File: src/rtl/adc_spi_sampler.sv
// -----------------------------------------------------------------------------
// adc_spi_sampler
//
// Periodically reads one conversion from an MCP3002 10-bit ADC over SPI
// (mode 0,0) and holds the result for a downstream processor.
//
// A free-running sample timer produces a tick every SAMPLE_PERIOD sysclk
// cycles. On a tick while enabled and idle, a 16-SCK frame is run:
// command bits start/single-ended/channel/MSB-first are shifted out on
// adc_sdi, and D9..D0 are captured from adc_sdo. When the frame ends,
// data_out is updated and data_valid rises. A tick that lands while a frame
// is still running is dropped and reported on overrun.
//
// Parameters
//   CLK_DIV        sysclk cycles per SCK half-period (1..255)
//   SAMPLE_PERIOD  sysclk cycles between conversion starts (2..65535);
//                  must be >= 32*CLK_DIV + 2 to avoid overruns
//
// Ports
//   sysclk      in   system clock, rising edge
//   rst         in   asynchronous active-high reset
//   enable      in   allow frames to start on sample ticks
//   channel     in   ADC channel select, latched at frame start
//   adc_sdo     in   serial data from ADC (MISO)
//   adc_cs      out  ADC chip select, active-low
//   adc_sck     out  SPI clock, idle low
//   adc_sdi     out  serial command to ADC (MOSI)
//   data_out    out  last completed 10-bit sample (unsigned offset binary)
//   data_valid  out  high while data_out holds a completed sample; drops
//                    at each CS fall so every sample gives a rising edge
//   overrun     out  one-cycle pulse when a tick arrives mid-frame
// -----------------------------------------------------------------------------
module adc_spi_sampler #(
   parameter int unsigned CLK_DIV       = 25,
   parameter int unsigned SAMPLE_PERIOD = 5000
) (
   input  logic       sysclk,
   input  logic       rst,
   input  logic       enable,
   input  logic       channel,
   input  logic       adc_sdo,
   output logic       adc_cs,
   output logic       adc_sck,
   output logic       adc_sdi,
   output logic [9:0] data_out,
   output logic       data_valid,
   output logic       overrun
);

   localparam int unsigned DATA_W  = 10;
   localparam logic [15:0] TICK_AT  = 16'(SAMPLE_PERIOD - 1);
   localparam logic [7:0]  DIV_LAST = 8'(CLK_DIV - 1);

   typedef enum logic [1:0] {
      ST_IDLE = 2'd0,
      ST_LOW  = 2'd1,
      ST_HIGH = 2'd2,
      ST_DONE = 2'd3
   } state_t;

   // MCP3002 command word, one bit per SCK pulse: start, single-ended,
   // channel, MSB-first; the remaining pulses just clock data out.
   function automatic logic cmd_bit(input logic [3:0] idx, input logic ch);
      logic b;
      case (idx)
         4'd0, 4'd1, 4'd3: b = 1'b1;
         4'd2:             b = ch;
         default:          b = 1'b0;
      endcase
      return b;
   endfunction

   state_t              state_q,   state_d;
   logic [15:0]         timer_q,   timer_d;
   logic [7:0]          div_q,     div_d;
   logic [3:0]          bit_q,     bit_d;
   logic                chan_q,    chan_d;
   logic                cs_q,      cs_d;
   logic                sck_q,     sck_d;
   logic                sdi_q,     sdi_d;
   logic [DATA_W-1:0]   shift_q,   shift_d;
   logic [DATA_W-1:0]   data_q,    data_d;
   logic                valid_q,   valid_d;
   logic                overrun_q, overrun_d;

   logic tick;
   logic div_last;
   logic data_bit;

   always_comb begin
      tick     = (timer_q == TICK_AT);
      div_last = (div_q == DIV_LAST);
      // Only pulses 5..14 carry D9..D0; earlier pulses are command/null.
      data_bit = (bit_q >= 4'd5) && (bit_q <= 4'd14);

      // Timer runs regardless of enable so the sample grid never drifts.
      timer_d   = tick ? 16'd0 : 16'(timer_q + 16'd1);
      overrun_d = tick && (state_q != ST_IDLE);

      state_d = state_q;
      div_d   = div_q;
      bit_d   = bit_q;
      chan_d  = chan_q;
      cs_d    = cs_q;
      sck_d   = sck_q;
      sdi_d   = sdi_q;
      shift_d = shift_q;
      data_d  = data_q;
      valid_d = valid_q;

      case (state_q)
         ST_IDLE: begin
            if (tick && enable) begin
               state_d = ST_LOW;
               div_d   = 8'd0;
               bit_d   = 4'd0;
               chan_d  = channel;
               cs_d    = 1'b0;
               sck_d   = 1'b0;
               sdi_d   = cmd_bit(4'd0, channel);
               valid_d = 1'b0;
            end
         end

         ST_LOW: begin
            if (div_last) begin
               state_d = ST_HIGH;
               div_d   = 8'd0;
               sck_d   = 1'b1;
               // ADC drives SDO on the falling edge, so it is settled here.
               if (data_bit) begin
                  shift_d = {shift_q[DATA_W-2:0], adc_sdo};
               end
            end else begin
               div_d = 8'(div_q + 8'd1);
            end
         end

         ST_HIGH: begin
            if (div_last) begin
               div_d = 8'd0;
               sck_d = 1'b0;
               if (bit_q != 4'd15) begin
                  state_d = ST_LOW;
                  bit_d   = 4'(bit_q + 4'd1);
                  sdi_d   = cmd_bit(4'(bit_q + 4'd1), chan_q);
               end else begin
                  state_d = ST_DONE;
                  cs_d    = 1'b1;
                  sdi_d   = 1'b0;
                  data_d  = shift_q;
                  valid_d = 1'b1;
               end
            end else begin
               div_d = 8'(div_q + 8'd1);
            end
         end

         ST_DONE: begin
            state_d = ST_IDLE;
         end

         default: begin
            state_d = ST_IDLE;
         end
      endcase
   end

   always_ff @(posedge sysclk or posedge rst) begin
      if (rst) begin
         state_q   <= ST_IDLE;
         timer_q   <= 16'd0;
         div_q     <= 8'd0;
         bit_q     <= 4'd0;
         chan_q    <= 1'b0;
         cs_q      <= 1'b1;
         sck_q     <= 1'b0;
         sdi_q     <= 1'b0;
         shift_q   <= '0;
         data_q    <= '0;
         valid_q   <= 1'b0;
         overrun_q <= 1'b0;
      end else begin
         state_q   <= state_d;
         timer_q   <= timer_d;
         div_q     <= div_d;
         bit_q     <= bit_d;
         chan_q    <= chan_d;
         cs_q      <= cs_d;
         sck_q     <= sck_d;
         sdi_q     <= sdi_d;
         shift_q   <= shift_d;
         data_q    <= data_d;
         valid_q   <= valid_d;
         overrun_q <= overrun_d;
      end
   end

   assign adc_cs     = cs_q;
   assign adc_sck    = sck_q;
   assign adc_sdi    = sdi_q;
   assign data_out   = data_q;
   assign data_valid = valid_q;
   assign overrun    = overrun_q;

endmodule

File: config.mk
export PLATFORM = sky130hd
export DESIGN_NAME = adc_spi_sampler
export DESIGN_NICKNAME = d
export VERILOG_FILES = /design/src/rtl/adc_spi_sampler.sv
export SDC_FILE = /design/constraint.sdc
export NUM_CORES = 1
export LEC_CHECK = 0
export CAP_MARGIN = 10
export CORE_UTILIZATION = 58
export CTS_BUF_LIST = sky130_fd_sc_hd__clkbuf_8
export DETAILED_ROUTE_END_ITERATION = 7
export PLACE_DENSITY = 0.86
export SYNTH_ARGS = -nofsm -noshare
export SYNTH_HDL_FRONTEND = slang
export SYNTH_SLANG_ARGS = --single-unit
File: constraint.sdc
create_clock -name sysclk -period 6.78 [get_ports sysclk]
set_input_delay 0.678 -clock sysclk [delete_from_list [all_inputs] [get_ports sysclk]]
set_output_delay 0.678 -clock sysclk [all_outputs]
set_load 0.01 [all_outputs]
-- Word level (Yosys, flattened, before mapping)
Index checks and enable logic that the tools add are counted.
- shifts and indexed selects: 0
- multipliers: 0
- $add $sub $neg: 3
- reductions and logical operators: 20
- $lt $le $gt $ge: 2
- equality and inequality tests: 14
- multiplexer cells: 25
- divide/modulo/power cells: 0
- bitwise operators: 1
- operator list (kind ; number):
    $add 16x1->16 const B ; 1
    $eq 16x13->1 const B ; 1
    $mux 16 ; 1
    $mux 8 ; 2
    $pmux 8 s2 ; 1
    $mux 4 ; 3
    $reduce_and 3->1 ; 4
    $reduce_and 4->1 ; 3
    $ne 2x2->1 const B ; 5
    $add 8x1->8 const B ; 1
    $eq 4x2->1 const B ; 2
    $eq 8x5->1 const B ; 1
    $mux 1 ; 8
    $mux 2 ; 4
    $pmux 2 s4 ; 1
    $pmux 4 s2 ; 1
    $pmux 1 s2 ; 3
    $reduce_bool 2->1 ; 3
    $add 4x1->4 const B ; 1
    $eq 2x2->1 const B ; 2
    $eq 4x1->1 const B ; 1
    $ge 4x3->1 const B ; 1
    $le 4x4->1 const B ; 1
    $logic_not 4->1 ; 1
    10 further kinds ; 13
- memory bits (read-only): 0
- output and inout port bits: 15
- bits in registers: 56
- memories kept: 0
- logic and storage cells: 77
- input bits: 5
- bits in latches: 0
- memory bits (writable): 0

-- Depth between registers and ports, before layout
Gate-level depths: netlist of run 1.
- depth after elaboration: 7
- mapped depth: 8
- depth with buffers taken out: 6

-- Worst setup path before layout of run 1
Ideal clock, no wire load.
- path type: reg2reg
- from: reg div_q[0]
- to: reg shift_q[0]
- path buffers: 2
- clock period less this slack: 2.125 ns
- setup time: 0.125 ns
- slack: 4.655 ns
- data required time: 6.655 ns
- data arrival time: 2.000 ns
- stages on the path, launching flop included: 9
- path through: dfrtp_1 -> inv_1 -> ha_1 -> or4b_4 -> buf_6 -> nor2_8 -> and4b_1 -> buf_6 -> mux2_4
- cells in the longest elaborated chain, start to end: 2
- RTL lines (what ; RTL line ; RTL):
    from (decl) ; 75 ; logic [7:0] div_q, div_d;
    from (signal assigned) ; 186 ; div_q <= div_d;
    $eq 8x5->1 ; 92 ; div_last = (div_q == DIV_LAST);
    $reduce_and 3->1 (no source line) ; - ;
    to (signal assigned) ; 192 ; shift_q <= shift_d;
    to (decl) ; 81 ; logic [DATA_W-1:0] shift_q, shift_d;
No other way between the ends.
A chain may end at the register's enable or synchronous reset.

-- Final worst setup path of run 1
Same ends and word-level chain as after synthesis.

==> out/qor.yml, run 1 <==
tritoncts: "done"
period_share_pct: 38.26
tightest_slew_ns: 0.7875
path_delay_family: "simple AND/OR/NAND/NOR gates"
p_comb_share_pct: 1.6
pre_cts_ws_ns: 4.047
yosysWarningCount: 0
reg2reg_slack_ns: 4.19
drtAntennaViolNets: 0
synthCells: 300
p_sw_share_pct: 20.40
clock_latency_ns: 0.31
grt_use_total_pct: 23.35
finalSetupViolCount: 0
diodes: 0
final_layout_size_suffix_gt1_share_pct: 11.71
synth_cell_types: 57
ctsRootBufferMaster: "clkbuf_8"
hpwlAfterDp_microns: 4226
cts_inserted_buffers: 5
holdCritPathClass: "reg2reg"
cts.sinks: 56
end_kind: "flip-flop"
areaGrowthSynthToFinish_pct: 10.38
place.port_buffers: 19
synth_area_sq_um: 3146
die_area_sq_um: 5722
coreArea_sq_um: 5172
post-route-min-period_ns: 2.594
grt_pass1_wl_microns: 9942
synth_top_cell_by_area: "dfrtp_1"
die_w_microns: 75.65
num_vias: 2324
ys_seq_area_share_pct: 44.59
grt_overflow: 0
cts_hold_buf: 0
ys_seq_elements: 56
rsz0062_at_grt: "false"
slowest_delay_ns: 0.67
clk_path_buf_depth: 2
wl_per_cell_microns: 15.80
grt_max_degree: 57
synth_area_leaders: "dfrtp_1, ha_1, mux2_4"
relSlewSlack_pct: 47.50
avgSynthCellArea_sq_um: 10.49
drt_iter0_markers: 182
start_kind: "flip-flop"
power.density_nw_per_um2: 161.2
arrival_ns: 2.80
dr.pass1.iters: 5
power_switching_uw: 114.2
start_util_pct: 60.81
cts_max_level: 2
rows: 26
fin_ws_ns: 4.186
worstPathMaxFanout: 10
slew_violations: 0
worst-setup-path-type: "reg2reg"
drc: 0
cts_resized: 0
drv_cap: 0
vdd_drop_max_mv: 0.1171
cp.required_ns: 6.98
hold_violations: 0
synth_flop_cell: "dfrtp_1"
async_reset_ff_share_pct: 100.0
clk_pin_slew_ns: 0.10
die_y_microns: 75.65
cp_cell_sequence: "inv_1 -> ha_1 -> or4b_4 -> nor2_8 -> and4b_1 -> mux2_4"
p_int_uw: 445.6
ios: 20
clock_skew_ns: 0.01102
antenna_found_initial: 0
cp_num_buf_inv: 1
finalSetupTns_ns: 0
yosys.area.top_type_share_pct: 43.75
p_clk_share_pct: 38.8
synthesis.nets: 319
p_leak_uw: 0.001527
power.share.sequential_pct: 59.6
routed_via_density: 6.021
layout.nets: 334
post_cts_buffers: 0
maxClockFrequency_mhz: 385.5
status: "finished clean"
wirelength_microns: 6097
synth-edff-count: 0
grt_pass1_vias: 2096
place.gp.congestion: 0.8643
slowest_stage: "and4b_1"
## kinds of logic (layout without fill, tap and decap cells)
logic type	count (synthesis)	in the layout	synth area share [%]
AND/OR/NAND/NOR	114	114	20.76
flip-flops	56	56	44.59
AO/OA/AOI/OAI	54	54	11.97
buffers and inverters	25	41	3.779
multiplexers	24	24	9.706
adder cells (fa/ha/maj)	14	14	5.569
XOR/XNOR	13	13	3.620
## placed cells by master, fill, tap and decap left out, types with 5 or more instances in the layout
master / instances
inv_1: 12
o21ai_0: 7
nand2b_1: 7
a21oi_1: 9
ha_1: 14
nor4_1: 7
nor3_1: 6
xnor2_1: 8
mux2_4: 10
dfrtp_1: 55
mux2_2: 12
nand4_1: 7
nand2_1: 22
nor2_1: 19
clkdlybuf4s50_1: 19
nand3_1: 14
xor2_1: 5
clkbuf_8: 5
## worst register-to-register path, stage by stage (launching register included)
cell and delay (ns):
dfrtp_1 0.42, inv_1 0.10, ha_1 0.19, or4b_4 0.55, nor2_8 0.20, and4b_1 0.67
mux2_4 0.36
## worst paths after layout
path                                      start                      to  depth (start not counted)
min in group asynchronous                   rst     adc_sdi$_DFFE_PP0P_                          3
hold / removal             timer_q[0]$_DFF_PP0_    timer_q[0]$_DFF_PP0_                          1
max in group asynchronous                   rst  shift_q[8]$_DFFE_PP0P_                          3
hold reg to reg            timer_q[0]$_DFF_PP0_    timer_q[0]$_DFF_PP0_                          1
setup / recovery           div_q[0]$_DFFE_PP0P_  shift_q[0]$_DFFE_PP0P_                          6
setup reg to reg           div_q[0]$_DFFE_PP0P_  shift_q[0]$_DFFE_PP0P_                          6
## layer usage
metal / up-vias / track usage, % / wire length (microns)
met2: 72 / 38.19 / 2929
met4: 0 / 8.848 / 56
met1: 1118 / 31.56 / 2849
met5: - / 0 / 0
met3: 4 / 3.571 / 261
li1: 1130 / - / -
## synth_stat cells, types with 3 or more instances
master / number
a21o_1: 3
a21oi_1: 9
a31oi_1: 3
and3_1: 4
and4b_1: 4
buf_6: 3
clkbuf_1: 6
dfrtp_1: 55
ha_1: 14
inv_1: 13
mux2_2: 12
mux2_4: 10
nand2_1: 22
nand2b_1: 7
nand3_1: 14
nand3b_1: 4
nand4_1: 7
nand4b_1: 3
nor2_1: 19
nor2b_1: 3
nor3_1: 6
nor4_1: 7
nor4b_1: 3
o21ai_0: 7
o221ai_1: 3
o22ai_1: 4
xnor2_1: 8
xor2_1: 5
## per-stage QoR
step	hold slack, ns	power [uW]	instance area (sq um)	std cells	util (%)
2_1_floorplan	0.4329	345.2	3146	300	-
3_3_place_gp	0.4459	349.7	3361	378	64.97
3_5_place_dp	0.4607	349.8	3361	378	64.97
4_1_cts	0.4736	564.9	3472	386	67.13
5_1_grt	0.5040	580.1	3472	386	67.13
6_report	0.4776	559.8	3472	386	67.13
## registers in the layout (all words and copies together), names as in the netlist
signal	flops
adc_cs	1
adc_sck	1
adc_sdi	1
bit_q	4
chan_q	1
data_out	10
data_valid	1
div_q	8
overrun	1
shift_q	10
state_q	2
timer_q	16
## area by class of cell
cell class / instances / area (sq um)
multi-input combinational: 219 / 1624
timing repair buffer: 20 / 197.7
clock buffer: 5 / 68.82
clock inverter: 3 / 42.54
sequential: 56 / 1403
inverter: 13 / 48.80
tap: 70 / 87.58
fill: 367 / 1700
## power groups by stage
stage,combinational [uW],sequential [uW],clock (uW)
2_1_floorplan,4.89,340,0
3_3_place_gp,9.35,340,0
3_5_place_dp,9.48,340,0
4_1_cts,9.51,334,222
5_1_grt,10.7,334,236
6_report,8.92,334,217
(Power assumes the default switching activity.)
==> run 2, diff against run 1 <==
Settings changed: CORE_UTILIZATION 58 to 55.
Clock period 6.78 ns to 2.1 ns, I/O delays scaled along.
==> out/qor.yml, run 2 (synthesis gave the netlist of run 1 again) <==
status: "finished clean"
relSlewSlack_pct: 64.86
path_depth: 7
post-route-min-period_ns: 2.097
final_layout_size_suffix_gt1_share_pct: 20.06
reg2reg_depth: 7
clock_skew_ns: 0.01147
die_y_microns: 77.63
hold_violations: 0
cp_num_buf_inv: 2
drc: 0
die_area_sq_um: 6026
clk_pin_slew_ns: 0.10
hpwlAfterDp_microns: 4876
layout.nets: 362
coreArea_sq_um: 5507
tightest_slew_ns: 0.5264
routed_via_density: 6.050
p_comb_share_pct: 1.9
wl_per_cell_microns: 16.56
period_share_pct: 99.87
worst-setup-path-type: "reg2reg"
areaGrowthSynthToFinish_pct: 18.42
cts_inserted_buffers: 5
vdd_drop_max_mv: 0.3234
place.port_buffers: 19
antenna_found_initial: 0
top_register: "timer_q"
p_clk_share_pct: 34.3
layout_common_cells: "dfrtp_1, buf_4, nand2_1, nor2_1, clkdlybuf4s50_1"
grt_pass1_vias: 2527
power.share.sequential_pct: 63.8
grt_use_total_pct: 24.30
ios: 20
total_power_uw: 1689
wirelength_microns: 6889
finalSetupViolCount: 0
grt_overflow: 0
place.gp.congestion: 0.9016
worstPathMaxFanout: 5
cp_cell_sequence: "inv_2 -> ha_4 -> or4b_4 -> nor2_8 -> and4b_2 -> clkbuf_16 -> mux2_4"
mostFrequentLayoutCell: "dfrtp_1"
largest_reg_flops: 16
dr.pass1.iters: 4
maxClockFrequency_mhz: 476.8
grt_max_degree: 32
r2r_end: "shift_q[0]$_DFFE_PP0P_"
holdWs_ns: 0.2366
p_int_uw: 1321
finalSetupTns_ns: 0
start_kind: "flip-flop"
arrival_ns: 2.30
p_sw_share_pct: 21.79
power_switching_uw: 368.1
ctsRootBufferMaster: "clkbuf_8"
cts_max_level: 2
reg2reg_slack_ns: 0.003
grt_pass1_wl_microns: 11650
power.density_nw_per_um2: 453.5
slowest_stage: "or4b_4"
end_kind: "flip-flop"
die_w_microns: 77.63
rsz0062_at_grt: "true"
timing.rr.start: "div_q[0]$_DFFE_PP0P_"
clk_path_buf_depth: 2
slew_violations: 0
fill_cells: 409
slowest_delay_ns: 0.50
tritoncts: "done"
cp.required_ns: 2.31
clock_latency_ns: 0.32
drt_iter0_markers: 363
num_vias: 2517
cts.sinks: 56
rows: 27
drv_cap: 0
drtAntennaViolNets: 0
holdCritPathClass: "in2async"
diodes: 0
p_leak_uw: 0.001670
start_util_pct: 57.12
path_delay_family: "simple AND/OR/NAND/NOR gates"
run 2: layout make-up:
cell class              instances  area [sq um]  area share (%)
well taps                      72         90.09           2.419
repair buffers                 48         450.4           12.09
clock inverters                 3         20.02          0.5375
clock buffers                   5         68.82           1.847
flip-flops and latches         56          1403           37.66
multi-input cells             219          1644           44.14
inverters                      13         48.80           1.310
run 2: power groups by stage:
stage	registers (uW)	logic (uW)	clock network [uW]
finish	1080	32.3	579
global route	1080	37.6	630
CTS	1080	34.2	589
detailed placement	1100	34.5	0
global placement	1100	33.5	0
floorplan	1100	15.8	0
run 2: routing by layer:
| layer | track usage, % | wire length, microns | vias to the layer above |
|---|---|---|---|
| li1 | - | - | 1183 |
| met1 | 31.55 | 2876 | 1230 |
| met2 | 40.88 | 3557 | 86 |
| met3 | 3.176 | 301 | 18 |
| met4 | 10.19 | 153 | 0 |
| met5 | 0 | 0 | - |
run 2: how the worst max path moves through the flow:
stage	start	slack (ns)	endpoint
3_5_place_dp	div_q[0]$_DFFE_PP0P_	0.03	shift_q[4]$_DFFE_PP0P_
4_1_cts	div_q[0]$_DFFE_PP0P_	0.007	shift_q[9]$_DFFE_PP0P_
3_3_place_gp	div_q[0]$_DFFE_PP0P_	0.06	shift_q[0]$_DFFE_PP0P_
5_1_grt	div_q[0]$_DFFE_PP0P_	-0.05	shift_q[1]$_DFFE_PP0P_
2_1_floorplan	div_q[0]$_DFFE_PP0P_	-0.008	shift_q[0]$_DFFE_PP0P_
6_report	div_q[0]$_DFFE_PP0P_	0.003	shift_q[0]$_DFFE_PP0P_
run 2: repair_timing:
item,in CTS,in global routing
hold buffers,0,0
cloned,0,1
resized for setup,1,5
setup endpoints to repair,1,28
buffers inserted,0,3
pin swaps,0,2
run 2: stage by stage:
| step | cells | setup WS (ns) | util, % | area [sq um] |
|---|---|---|---|---|
| floorplan | 300 | -0.007589 | - | 3146 |
| global placement | 404 | 0.06413 | 64.80 | 3568 |
| detailed placement | 404 | 0.03059 | 64.80 | 3568 |
| CTS | 412 | 0.006969 | 66.48 | 3661 |
| global route | 416 | -0.04893 | 67.64 | 3725 |
| finish | 416 | 0.002747 | 67.64 | 3725 |
run 2: worst register-to-register path: stages, from the launching register on:
cell       delay, ns
dfrtp_1         0.42
inv_2           0.10
ha_4            0.13
or4b_4          0.50
nor2_8          0.10
and4b_2         0.29
clkbuf_16       0.17
mux2_4          0.29
